### config.mk
export PLATFORM = sky130hd
export DESIGN_NAME = booth_seq_multiplier
export DESIGN_NICKNAME = d
export VERILOG_FILES = /design/src/rtl/booth_pkg.sv /design/src/rtl/booth_step.sv /design/src/rtl/booth_seq_multiplier.sv
export SDC_FILE = /design/constraint.sdc
export NUM_CORES = 1
export LEC_CHECK = 0
export ABC_AREA = 1
export CAP_MARGIN = 20
export CORE_MARGIN = 4
export CORE_UTILIZATION = 25
export DETAILED_ROUTE_END_ITERATION = 8
export HOLD_SLACK_MARGIN = 0.02
export PLACE_DENSITY_LB_ADDON = 0.2
export SLEW_MARGIN = 20
export SYNTH_ARGS = -nofsm -noshare
export SYNTH_HDL_FRONTEND = slang
export SYNTH_SLANG_ARGS = --single-unit
### constraint.sdc
create_clock -name clk -period 1.8 [get_ports clk]
set_clock_uncertainty 0.2 [all_clocks]
set_input_delay 0.36 -clock clk [delete_from_list [all_inputs] [get_ports clk]]
set_output_delay 0.36 -clock clk [all_outputs]
set_load 0.01 [all_outputs]
### src/rtl/booth_pkg.sv
// booth_pkg: shared state encoding and counter sizing for the Booth multiplier
package booth_pkg;

    typedef enum logic [1:0] {IDLE, CALC, DONE} booth_state_t;

    function automatic int booth_cnt_w(input int width);
        return $clog2(width + 2);
    endfunction

endpackage

### src/rtl/booth_step.sv
// booth_step: one combinational radix-2 Booth iteration (add/sub then arithmetic shift)
module booth_step #(
    parameter int WIDTH = 8
) (
    input  logic [WIDTH:0] i_a,
    input  logic [WIDTH:0] i_q,
    input  logic           i_q_1,
    input  logic [WIDTH:0] i_m,
    output logic [WIDTH:0] o_a,
    output logic [WIDTH:0] o_q,
    output logic           o_q_1
);

    logic [WIDTH:0] w_sum;

    // {Q[0],Q_1}=10 subtracts M, 01 adds M, otherwise A passes through
    always_comb begin
        w_sum = (i_q[0] & ~i_q_1) ? i_a - i_m : (~i_q[0] & i_q_1) ? i_a + i_m : i_a;
    end

    assign {o_a, o_q, o_q_1} = {w_sum[WIDTH], w_sum, i_q};

endmodule

### src/rtl/booth_seq_multiplier.sv
// booth_seq_multiplier: sequential radix-2 Booth multiplier with valid/ready handshakes
module booth_seq_multiplier
    import booth_pkg::*;
#(
    parameter int WIDTH = 8
) (
    input  logic               clk,
    input  logic               rst,
    input  logic               in_valid,
    output logic               in_ready,
    input  logic [WIDTH-1:0]   in_a,
    input  logic [WIDTH-1:0]   in_b,
    input  logic               in_signed,
    output logic               out_valid,
    input  logic               out_ready,
    output logic [2*WIDTH-1:0] out_product
);

    localparam int CW = booth_cnt_w(WIDTH);

    booth_state_t   r_state;
    booth_state_t   w_next;
    logic [WIDTH:0] r_a;
    logic [WIDTH:0] r_q;
    logic [WIDTH:0] r_m;
    logic           r_q_1;
    logic [CW-1:0]  r_cnt;
    logic [WIDTH:0] w_a;
    logic [WIDTH:0] w_q;
    logic           w_q_1;

    booth_step #(.WIDTH(WIDTH)) u_step (
        .i_a   (r_a),
        .i_q   (r_q),
        .i_q_1 (r_q_1),
        .i_m   (r_m),
        .o_a   (w_a),
        .o_q   (w_q),
        .o_q_1 (w_q_1)
    );

    // State register; reset overrides any handshake in the same cycle
    always_ff @(posedge clk) begin
        if (rst) r_state <= IDLE;
        else     r_state <= w_next;
    end

    // Next-state decode: accept in IDLE, finish when the last step retires, release on out_ready
    always_comb begin
        w_next = r_state;
        case (r_state)
            IDLE:    w_next = in_valid ? CALC : IDLE;
            CALC:    w_next = (r_cnt == CW'(1)) ? DONE : CALC;
            DONE:    w_next = out_ready ? IDLE : DONE;
            default: w_next = IDLE;
        endcase
    end

    // Outputs are pure state decodes; the product is only exposed while DONE
    always_comb begin
        in_ready    = (r_state == IDLE);
        out_valid   = (r_state == DONE);
        out_product = (r_state == DONE) ? {r_a[WIDTH-2:0], r_q} : '0;
    end

    // Datapath: capture extended operands on acceptance, then one Booth step per CALC cycle
    always_ff @(posedge clk) begin
        if (rst) begin
            r_a   <= '0;
            r_q   <= '0;
            r_m   <= '0;
            r_q_1 <= 1'b0;
            r_cnt <= '0;
        end else if (r_state == IDLE && in_valid) begin
            r_m   <= {in_signed & in_a[WIDTH-1], in_a};
            r_q   <= {in_signed & in_b[WIDTH-1], in_b};
            r_a   <= '0;
            r_q_1 <= 1'b0;
            r_cnt <= CW'(WIDTH + 1);
        end else if (r_state == CALC) begin
            r_a   <= w_a;
            r_q   <= w_q;
            r_q_1 <= w_q_1;
            r_cnt <= r_cnt - CW'(1);
        end
    end

endmodule

==> results of run 1 <==
worst min-delay path by stage:
stage,endpoint,slack (ps),depth (start not counted)
final,r_m[8]$_SDFFE_PP0P_,270,2
after global routing,r_m[8]$_SDFFE_PP0P_,300,2
after CTS,r_q[1]$_SDFFE_PP0P_,280,2
after detailed placement,r_q[1]$_SDFFE_PP0P_,260,2
after global placement,r_q[1]$_SDFFE_PP0P_,260,2
after floorplan,r_m[8]$_SDFFE_PP0P_,240,2
final cells by class:
class / instances / area share
Multi-Input combinational cell: 261 / 0.439
Clock inverter: 2 / 0.00906
Timing Repair inverter: 1 / 0.00194
Timing Repair Buffer: 104 / 0.234
Sequential cell: 33 / 0.175
Clock buffer: 5 / 0.0178
Tap cell: 129 / 0.0417
Inverter: 80 / 0.0822
worst max-delay path: stages, from the launching register on:
cell,delay (ps)
dfxtp_2,340
inv_2,40
nor2_4,130
buf_6,150
inv_12,50
buf_4,140
nor2_4,80
buf_6,100
sequential cells by signal, indices dropped and copies added, names as in the netlist:
register,cells
r_a,8
r_state,2
r_q,9
r_q_1,1
r_cnt,4
r_m,9
synthesized netlist by cell type (3+ instances only):
cell / number / area (um2)
a221oi_1: 3 / 26.3
clkbuf_1: 4 / 15.0
nor2_4: 3 / 33.8
dfxtp_1: 33 / 661
a21oi_1: 29 / 145
nor2_1: 36 / 135
a31oi_1: 6 / 37.5
nand2_1: 94 / 353
ha_1: 20 / 250
nand4_1: 5 / 31.3
buf_2: 5 / 25.0
inv_2: 7 / 26.3
buf_4: 3 / 22.5
nand3_1: 33 / 165
inv_1: 72 / 270
o21ai_0: 15 / 75.1
xor2_1: 5 / 43.8
power by group through the flow:
stage / Sequential (W) / Combinational [W] / Clock [W]
2_1_floorplan: 0.000844 / 0.000502 / 0
6_report: 0.000842 / 0.000971 / 0.000724
3_3_place_gp: 0.000848 / 0.000830 / 0
5_1_grt: 0.000853 / 0.00109 / 0.000754
3_5_place_dp: 0.000848 / 0.000835 / 0
4_1_cts: 0.000837 / 0.000901 / 0.000735
cell families after synthesis:
logic type	after synthesis
DFF	33
xor gates and xnor gates	5
AOI/OAI and AO/OA	57
and+or+nand+nor	177
buffers and inverters	94
adders and majority gates	22
routing by layer:
metal	GRT usage	routed length [um]	part of all wire
met1	0.174	3530	0.45
met2	0.235	3760	0.48
met3	0.0319	419	0.054
met4	0.0320	68	0.0088
met5	0	0	0
metrics by stage:
| stage | setup slack, ps | cells | total power [W] | hold slack, ps | area (um2) |
|---|---|---|---|---|---|
| finish | -92.8 | 615 | 0.00254 | 273 | 3870 |
| floorplan | 6.44 | 388 | 0.00135 | 245 | 2460 |
| CTS | -116 | 609 | 0.00247 | 276 | 3610 |
| global placement | -150 | 594 | 0.00168 | 263 | 3320 |
| global route | -180 | 615 | 0.00269 | 297 | 3870 |
| detailed placement | -151 | 594 | 0.00168 | 264 | 3320 |
what timing repair did:
item / in CTS / in global routing
setup buffers: 7 / 6
pin swaps: 14 / 19
cloned: 1 / 0
endpoints found under the setup margin: 24 / 27
gates resized for setup: 121 / 51
==> flow_metrics.py, run 1 <==
metrics = {
    "floorplanning": {
        "core_um2": 9420,
        "fp-row-count": 35,
        "start_util": 0.260,
        "dieArea_um2": 11500,
        "fp.dieW_um": 107,
        "fp.dieH_um": 107,
        "io_pins": 39,
    },
    "power_and_ir_drop": {
        "p_per_area_nw_per_um2": 656,
        "power_frac_clock": 0.285,
        "switchingPower_w": 0.000889,
        "p_int_w": 0.00165,
        "leakage_nw": 1.84,
        "power.share.switching": 0.350,
        "sequentialPowerShare": 0.332,
        "peakVddDrop_mv": 0.277,
        "comb_power_share": 0.383,
    },
    "timing": {
        "min_period_ps": 1890,
        "drv_slew": 0,
        "rsz0062_at_grt": "yes",
        "relSlewSlack": 0.717,
        "tightest_slew_ps": 424,
        "fin_ws_ps": -92.8,
        "finalSetupViolCount": 18,
        "fmax_mhz": 528,
        "hold_viol_final": 0,
        "tns_ps": -921,
        "fin_crit_sh": 1.05,
    },
    "routing": {
        "remaining_drc_errors": 0,
        "dr.pass1.iters": 4,
        "first_iter_violations": 75,
        "postRouteAntennaNets": 0,
        "drt_wl_total_mm": 7.77,
        "vias_per_cell": 4.24,
        "post_drt_wl_per_cell_um": 12.6,
        "routed-via-count": 2609,
    },
    "clock_network": {
        "clk_latency_ps": 290,
        "cts_buffers": 5,
        "cts-root-buf": "clkbuf_8",
        "cts.sinks": 33,
        "clkTransAtPathRegs_ps": 80,
        "cts_tree": "built",
        "cts_max_path_buffers": 2,
        "hold_buffers": 0,
        "htree_levels": 2,
    },
    "worst_setup_path": {
        "crit_path_end": "out_product[1]",
        "regToRegSetupSlack_ps": -80,
        "reg2reg_to": "r_a[7]$_SDFFE_PP0P_",
        "startpoint_type": "flip-flop",
        "worstPathMaxFanout": 8,
        "crit_type": "reg -> out",
        "cp.arrival_ps": 1330,
        "cp-end-kind": "primary output",
        "r2r_cells": 13,
        "crit_required_ps": 1240,
        "r2r-start": "r_a[0]$_SDFFE_PP0P_",
        "critPathLaunch": "r_state[1]$_SDFF_PP0_",
    },
    "layout": {
        "drive_gt1_frac": 0.350,
        "final-seq-area_um2": 676,
        "fill_cells": 978,
        "most-common-layout-cells": "nand2_1 (84), inv_1 (62), buf_4 (57), nand3_1 (26), a21oi_1 (26)",
        "multi_input_area_um2": 1700,
        "antenna_cells": 0,
        "layout_commonest_cell": "nand2_1",
        "nNetsFinal": 529,
        "final_core_util": 0.411,
        "area.growth.synth_to_final_pct": 57.7,
    },
    "yosys": {
        "synth_flop_cell": "dfxtp_1",
        "synth_simple_gate_area_frac": 0.310,
        "synthXorXnorAreaFrac": 0.0179,
        "synthesis.instances": 388,
        "avgSynthCellArea_um2": 6.32,
        "synthDistinctLibCells": 27,
        "synthAdderAreaFrac": 0.118,
        "synthesis.nets": 431,
        "synth_area_um2": 2450,
        "synth_compound_area_frac": 0.126,
        "synth_seq_area_share": 0.269,
        "ys_ff_latch": 33,
        "ys.warnings.count": 0,
        "synth_top_family_by_area": "simple AND/OR/NAND/NOR gates",
        "async_flop_share": 0,
        "synthMuxAreaShare": 0,
        "synth-edff-count": 0,
    },
    "placed_design": {
        "dp_hpwl_mm": 5.53,
        "gp_congestion": 0.912,
        "io_buffers": 38,
    },
    "status": {
        "violations": "negative setup slack",
        "status": "complete, but fails checks",
    },
    "global_routing": {
        "grt_overflow": 0,
        "antenna_found_initial": 0,
        "grt_pass1_vias": 2617,
        "grt_max_degree": 21,
        "grt_pass1_wl_mm": 12.5,
        "grt.total_usage": 0.137,
    },
    "flow_run": {
        "maxCapViolCount": 0,
    },
    "worst_hold_path": {
        "hp-class": "reg -> reg",
        "hold_start": "r_m[8]$_SDFFE_PP0P_",
    },
}
Note: power is estimated with default switching activity, not from simulation.
==> run 2, diff against run 1 <==
Settings changed: SYNTH_HIERARCHICAL from default to 1.
==> run 2 against run 1 <==
The flow still finishes with violations (negative setup slack). Register-to-register slack lost 70 ps. Total power down 13%. Fmax down 3.0%. Clock power down 17%. Largest power group is now sequential cells. Highest routed layer unchanged.
==> flow_metrics.py, run 2 <==
metrics = {
    "routing": {
        "post_drt_wl_per_cell_um": 12.3,
        "dr.pass1.iters": 4,
        "routed-via-count": 2629,
        "postRouteAntennaNets": 0,
        "drt_wl_total_mm": 7.67,
        "first_iter_violations": 69,
        "vias_per_cell": 4.22,
        "remaining_drc_errors": 0,
    },
    "power_and_ir_drop": {
        "p_int_w": 0.00146,
        "peakVddDrop_mv": 0.287,
        "switchingPower_w": 0.000742,
        "leakage_nw": 1.75,
        "comb_power_share": 0.342,
        "finalPower_w": 0.00220,
        "p_per_area_nw_per_um2": 556,
        "sequentialPowerShare": 0.384,
        "power_frac_clock": 0.274,
        "power.share.switching": 0.338,
    },
    "yosys": {
        "ys.warnings.count": 6,
        "synthesis.nets": 443,
        "ys_top_cells_by_area": "dfxtp_1 (26%), nand2_1 (16%), ha_1 (8.6%)",
        "ys_ff_latch": 34,
        "synth_top_area_frac": 0.261,
        "yosysMostFrequentCell": "nand2_1",
        "avgSynthCellArea_um2": 6.49,
        "synth_top_cell_by_area": "dfxtp_1",
        "async_flop_share": 0,
        "synthesis.instances": 402,
        "synth_seq_area_share": 0.261,
        "synth_commonest_cells": "nand2_1 (108), inv_1 (55), nor2_1 (39)",
        "synth-edff-count": 0,
        "synthDistinctLibCells": 34,
        "synth_flop_cell": "dfxtp_1",
        "synth_area_um2": 2610,
    },
    "timing": {
        "finalSetupViolCount": 21,
        "relSlewSlack": 0.690,
        "rsz0062_at_grt": "yes",
        "min_period_ps": 1950,
        "drv_slew": 0,
        "tns_ps": -701,
        "tightest_slew_ps": 464,
        "fmax_mhz": 513,
        "fin_crit_sh": 1.08,
        "fin_ws_ps": -151,
        "hold_viol_final": 0,
    },
    "clock_network": {
        "cts_max_path_buffers": 2,
        "cts_tree": "built",
        "clkTransAtPathRegs_ps": 80,
        "cts_buffers": 5,
        "cts.sinks": 34,
        "clk_latency_ps": 290,
        "htree_levels": 2,
        "hold_buffers": 0,
        "cts-root-buf": "clkbuf_8",
    },
    "status": {
        "violations": "negative setup slack",
        "status": "complete, but fails checks",
    },
    "layout": {
        "antenna_cells": 0,
        "nNetsFinal": 527,
        "area.growth.synth_to_final_pct": 51.4,
        "layout_commonest_cell": "nand2_1",
        "stdcell_area_um2": 3950,
        "fill_cells": 1075,
        "drive_gt1_frac": 0.378,
        "top_regs": "r_a x9, r_m x9, r_q x9",
        "final_core_util": 0.386,
        "most-common-layout-cells": "nand2_1 (99), buf_4 (58), inv_1 (50), dfxtp_1 (26), nor2_1 (25)",
    },
    "worst_setup_path": {
        "r2r_cells": 14,
        "worstPathMaxFanout": 4,
        "r2r-start": "r_m[0]$_SDFFE_PP0P_",
        "crit_chain": "ha_4, inv_2, fa_2, inv_2, nand3_2, nand2_4, nand2_4, nand2_2, nand2_1, nand3_1, nand2_1, nand2_2, nand2_2, a21oi_2",
        "path_common_cell": "nand2_2",
        "reg2reg_to": "r_a[7]$_SDFFE_PP0P_",
        "slowest_stage": "dfxtp_4",
        "cpPeakStageDelay_ps": 380,
        "cp-end-kind": "flip-flop",
        "cp.arrival_ps": 1980,
        "cp_top_family": "simple AND/OR/NAND/NOR gates",
        "critPathBufInv": 2,
        "startpoint_type": "flip-flop",
        "regToRegSetupSlack_ps": -150,
        "crit_type": "reg -> reg",
        "crit_required_ps": 1830,
    },
    "floorplanning": {
        "fp-row-count": 37,
        "io_pins": 39,
        "fp.dieW_um": 110,
        "fp.dieH_um": 110,
        "start_util": 0.255,
        "core_um2": 10200,
        "dieArea_um2": 12100,
    },
    "worst_hold_path": {
        "hold_start": "r_q[8]$_SDFFE_PP0P_",
        "hp-class": "reg -> reg",
        "min_path_cells": 2,
        "whs_endpoint": "r_q[7]$_SDFFE_PP0P_",
    },
    "global_routing": {
        "grt_overflow": 0,
        "grt_pass1_wl_mm": 12.2,
        "grt_max_degree": 13,
        "grt_pass1_vias": 2628,
        "antenna_found_initial": 0,
        "grt.total_usage": 0.127,
    },
    "placed_design": {
        "gp_congestion": 0.767,
        "io_buffers": 38,
        "post-place-ws_ps": -155,
        "dp_hpwl_mm": 5.72,
        "placed_cell_area_um2": 3450,
    },
    "flow_run": {
        "maxCapViolCount": 0,
    },
}
==> run 2: cell families (layout without fill, tap and decap cells) <==
logic type      Yosys count  count (layout)  share of synthesized area
compound gates           57              57                      0.130
flops                    34              34                      0.261
fa+ha+maj                20              20                      0.102
xor+xnor                  2               2                    0.00671
simple gates            200             200                      0.338
buf+inv                  89             174                      0.163
==> run 2: metrics by stage <==
stage	hold WS, ps	std cells
2_1_floorplan	242	402
3_3_place_gp	265	607
3_5_place_dp	272	607
4_1_cts	290	619
5_1_grt	317	623
6_report	285	623
==> run 2: power groups by stage <==
stage / Clock, W / Combinational [W] / Sequential (W)
after floorplan: 0 / 0.000413 / 0.000856
after global placement: 0 / 0.000658 / 0.000856
after detailed placement: 0 / 0.000657 / 0.000855
after CTS: 0.000628 / 0.000704 / 0.000841
after global routing: 0.000655 / 0.000837 / 0.000851
final: 0.000603 / 0.000752 / 0.000843
==> run 2: how the worst max path moves through the flow <==
stage / from / to / slack [ps] / cells after the start
finish: r_m[0]$_SDFFE_PP0P_ / r_a[7]$_SDFFE_PP0P_ / -150 / 14
global placement: r_state[1]$_SDFF_PP0_ / out_product[13] / -160 / 5
floorplan: r_a[0]$_SDFFE_PP0P_ / r_a[8]$_SDFFE_PP0P_ / -130 / 12
global route: r_m[0]$_SDFFE_PP0P_ / r_a[8]$_SDFFE_PP0P_ / -250 / 14
detailed placement: r_state[1]$_SDFF_PP0_ / out_product[13] / -160 / 5
CTS: r_a[0]$_SDFFE_PP0P_ / r_a[8]$_SDFFE_PP0P_ / -140 / 10
==> run 2: repair_timing <==
item / CTS / global route
pin swaps: 17 / 28
gates cloned: 0 / 1
resized for setup: 91 / 75
setup buffers: 4 / 3
endpoints found under the setup margin: 26 / 24
hold endpoints to repair: 0 / 0
==> run 2: tightest hold or removal path, cell delays in order, from the launching register on <==
cell     delay, ps
dfxtp_1        320
nand3_1         80
nand2_1         50
==> run 2: cell type report <==
class	instances	area [um2]	share of cell area
multi-input combinational	279	1820	0.462
timing repair buffer	100	910	0.230
sequential	34	696	0.176
inverter	66	260	0.0659
tap	136	170	0.0431
clock buffer	7	86.3	0.0218
clock inverter	1	5.00	0.00127
==> run 2: metal layers <==
layer  up-vias  GRT usage  routed length (um)
li1       1406          -                   -
met2        54      0.211                3530
met1      1160      0.166                3700
met4         0     0.0352                  91
met3         9     0.0274                 346
met5         -          0                   0
==> run 3, diff against run 2 <==
Clock period 1.8 ns to 2.2 ns, I/O delays scaled along.
==> run 3 against run 2 <==
The run now ends clean. Final area fell by 19%. Combinational power shrank 39%. Total power down 27%. Sequential power shrank 18%. Register-to-register slack improved by 340 ps. Highest routed layer unchanged. Largest cell class unchanged. Critical endpoint is now in_ready. Non-clock buffer count shrank 45. Clock-buffer cell count is 1 lower. Die area unchanged. Flip-flop and latch count stayed put. Wire length down 6.7%. Worst hold slack worse by 9.2 ps.
==> flow_metrics.py, run 3 (synthesized netlist as in run 2, its figures left out) <==
metrics = {
    "worst_setup_path": {
        "crit_chain": "buf_4, nor2_2, clkdlybuf4s50_1",
        "critPathLaunch": "r_state[0]$_SDFF_PP0_",
        "cp.arrival_ps": 1500,
        "cpPeakStageDelay_ps": 560,
        "cp-end-kind": "primary output",
        "worstPathMaxFanout": 4,
        "crit_required_ps": 1560,
        "startpoint_type": "flip-flop",
        "r2r_cells": 14,
        "r2r-start": "r_a[0]$_SDFFE_PP0P_",
        "regToRegSetupSlack_ps": 190,
        "crit_type": "reg -> out",
        "slowest_stage": "clkdlybuf4s50_1",
        "reg2reg_to": "r_a[8]$_SDFFE_PP0P_",
    },
    "timing": {
        "drv_slew": 0,
        "tns_ps": 0,
        "min_period_ps": 2140,
        "finalSetupViolCount": 0,
        "fmax_mhz": 467,
        "fin_crit_sh": 0.973,
        "hold_viol_final": 0,
        "rsz0062_at_grt": "no",
        "tightest_slew_ps": 656,
        "relSlewSlack": 0.562,
    },
    "global_routing": {
        "grt_pass1_wl_mm": 12.1,
        "grt_pass1_vias": 2497,
        "grt_overflow": 0,
        "grt.total_usage": 0.127,
        "antenna_found_initial": 0,
        "grt_max_degree": 17,
    },
    "routing": {
        "remaining_drc_errors": 0,
        "postRouteAntennaNets": 0,
        "dr.pass1.iters": 4,
        "drt_wl_total_mm": 7.15,
        "first_iter_violations": 111,
        "routed-via-count": 2488,
        "vias_per_cell": 4.32,
        "post_drt_wl_per_cell_um": 12.4,
    },
    "clock_network": {
        "cts.sinks": 34,
        "cts_max_path_buffers": 2,
        "hold_buffers": 0,
        "clk_latency_ps": 280,
        "cts-root-buf": "clkbuf_8",
        "htree_levels": 2,
        "clkTransAtPathRegs_ps": 70,
        "cts_buffers": 5,
        "cts_tree": "built",
    },
    "worst_hold_path": {
        "min_path_cells": 2,
        "hp-class": "reg -> reg",
        "whs_endpoint": "r_m[7]$_SDFFE_PP0P_",
        "hold_start": "r_m[7]$_SDFFE_PP0P_",
    },
    "floorplanning": {
        "fp.dieH_um": 110,
        "io_pins": 39,
        "dieArea_um2": 12100,
        "fp-row-count": 37,
        "fp.dieW_um": 110,
        "core_um2": 10200,
        "start_util": 0.255,
    },
    "layout": {
        "most-common-layout-cells": "nand2_1 (108), inv_1 (54), nor2_1 (39), dfxtp_1 (31), nand3_1 (27)",
        "nNetsFinal": 482,
        "top_regs": "r_a x9, r_m x9, r_q x9",
        "fill_cells": 1131,
        "area.growth.synth_to_final_pct": 22.9,
        "layout_commonest_cell": "nand2_1",
        "antenna_cells": 0,
        "drive_gt1_frac": 0.166,
    },
    "placed_design": {
        "gp_congestion": 0.783,
        "io_buffers": 38,
        "dp_hpwl_mm": 5.52,
    },
    "status": {
        "status": "completed",
    },
    "flow_run": {
        "maxCapViolCount": 0,
    },
    "power_and_ir_drop": {
        "finalPower_w": 0.00161,
        "leakage_nw": 1.50,
        "peakVddDrop_mv": 0.199,
        "p_per_area_nw_per_um2": 503,
    },
}
## run 3: power breakdown
part	switching (W)	total, W	internal, W
logic	0.000278	0.000457	0.000179
clock network	0.000223	0.000465	0.000242
registers	0.0000338	0.000691	0.000657
## run 3: repair_timing
item | 4_1_cts | 5_1_grt
gates resized for setup | 18 | 12
endpoints found under the setup margin | 16 | 7
setup buffers | 3 | 0
pin swaps | 0 | 1
## run 3: through the flow
step	hold WS [ps]	instances	instance area [um2]	setup slack, ps	utilization
after floorplan	242	402	2610	141	-
after global placement	263	567	3100	106	0.303
after detailed placement	268	567	3100	76.2	0.303
after CTS	280	576	3190	19.9	0.312
after global routing	289	576	3210	4.86	0.314
final	275	576	3210	59.0	0.314
## run 3: final cells by class
| cell class | instances | area, um2 | share of cell area |
|---|---|---|---|
| multi-input combinational | 279 | 1520 | 0.475 |
| sequential | 34 | 687 | 0.214 |
| inverter | 66 | 258 | 0.0803 |
| timing repair buffer | 55 | 488 | 0.152 |
| tap | 136 | 170 | 0.0530 |
| clock buffer | 6 | 82.6 | 0.0257 |
## run 3: worst max-delay path: cells and delay by family (launching register included)
kind                   cells  cell delay (ps)
AND/OR/NAND/NOR            1              160
flip-flops                 1              340
buffers and inverters      2              720
## run 3: worst max-delay path by stage
stage,slack [ps],cells past startpoint,end
2_1_floorplan,140,12,r_a[8]$_SDFFE_PP0P_
3_3_place_gp,110,5,out_product[14]
3_5_place_dp,80,5,out_product[15]
4_1_cts,20,5,out_product[2]
5_1_grt,5,6,out_product[12]
6_report,60,3,in_ready
## run 3: routing by layer
layer	GRT usage	up-vias	share of wire
li1	-	1315	-
met4	0.0422	0	0.021
met3	0.0326	13	0.065
met1	0.165	1092	0.47
met2	0.205	68	0.44
met5	0	-	0
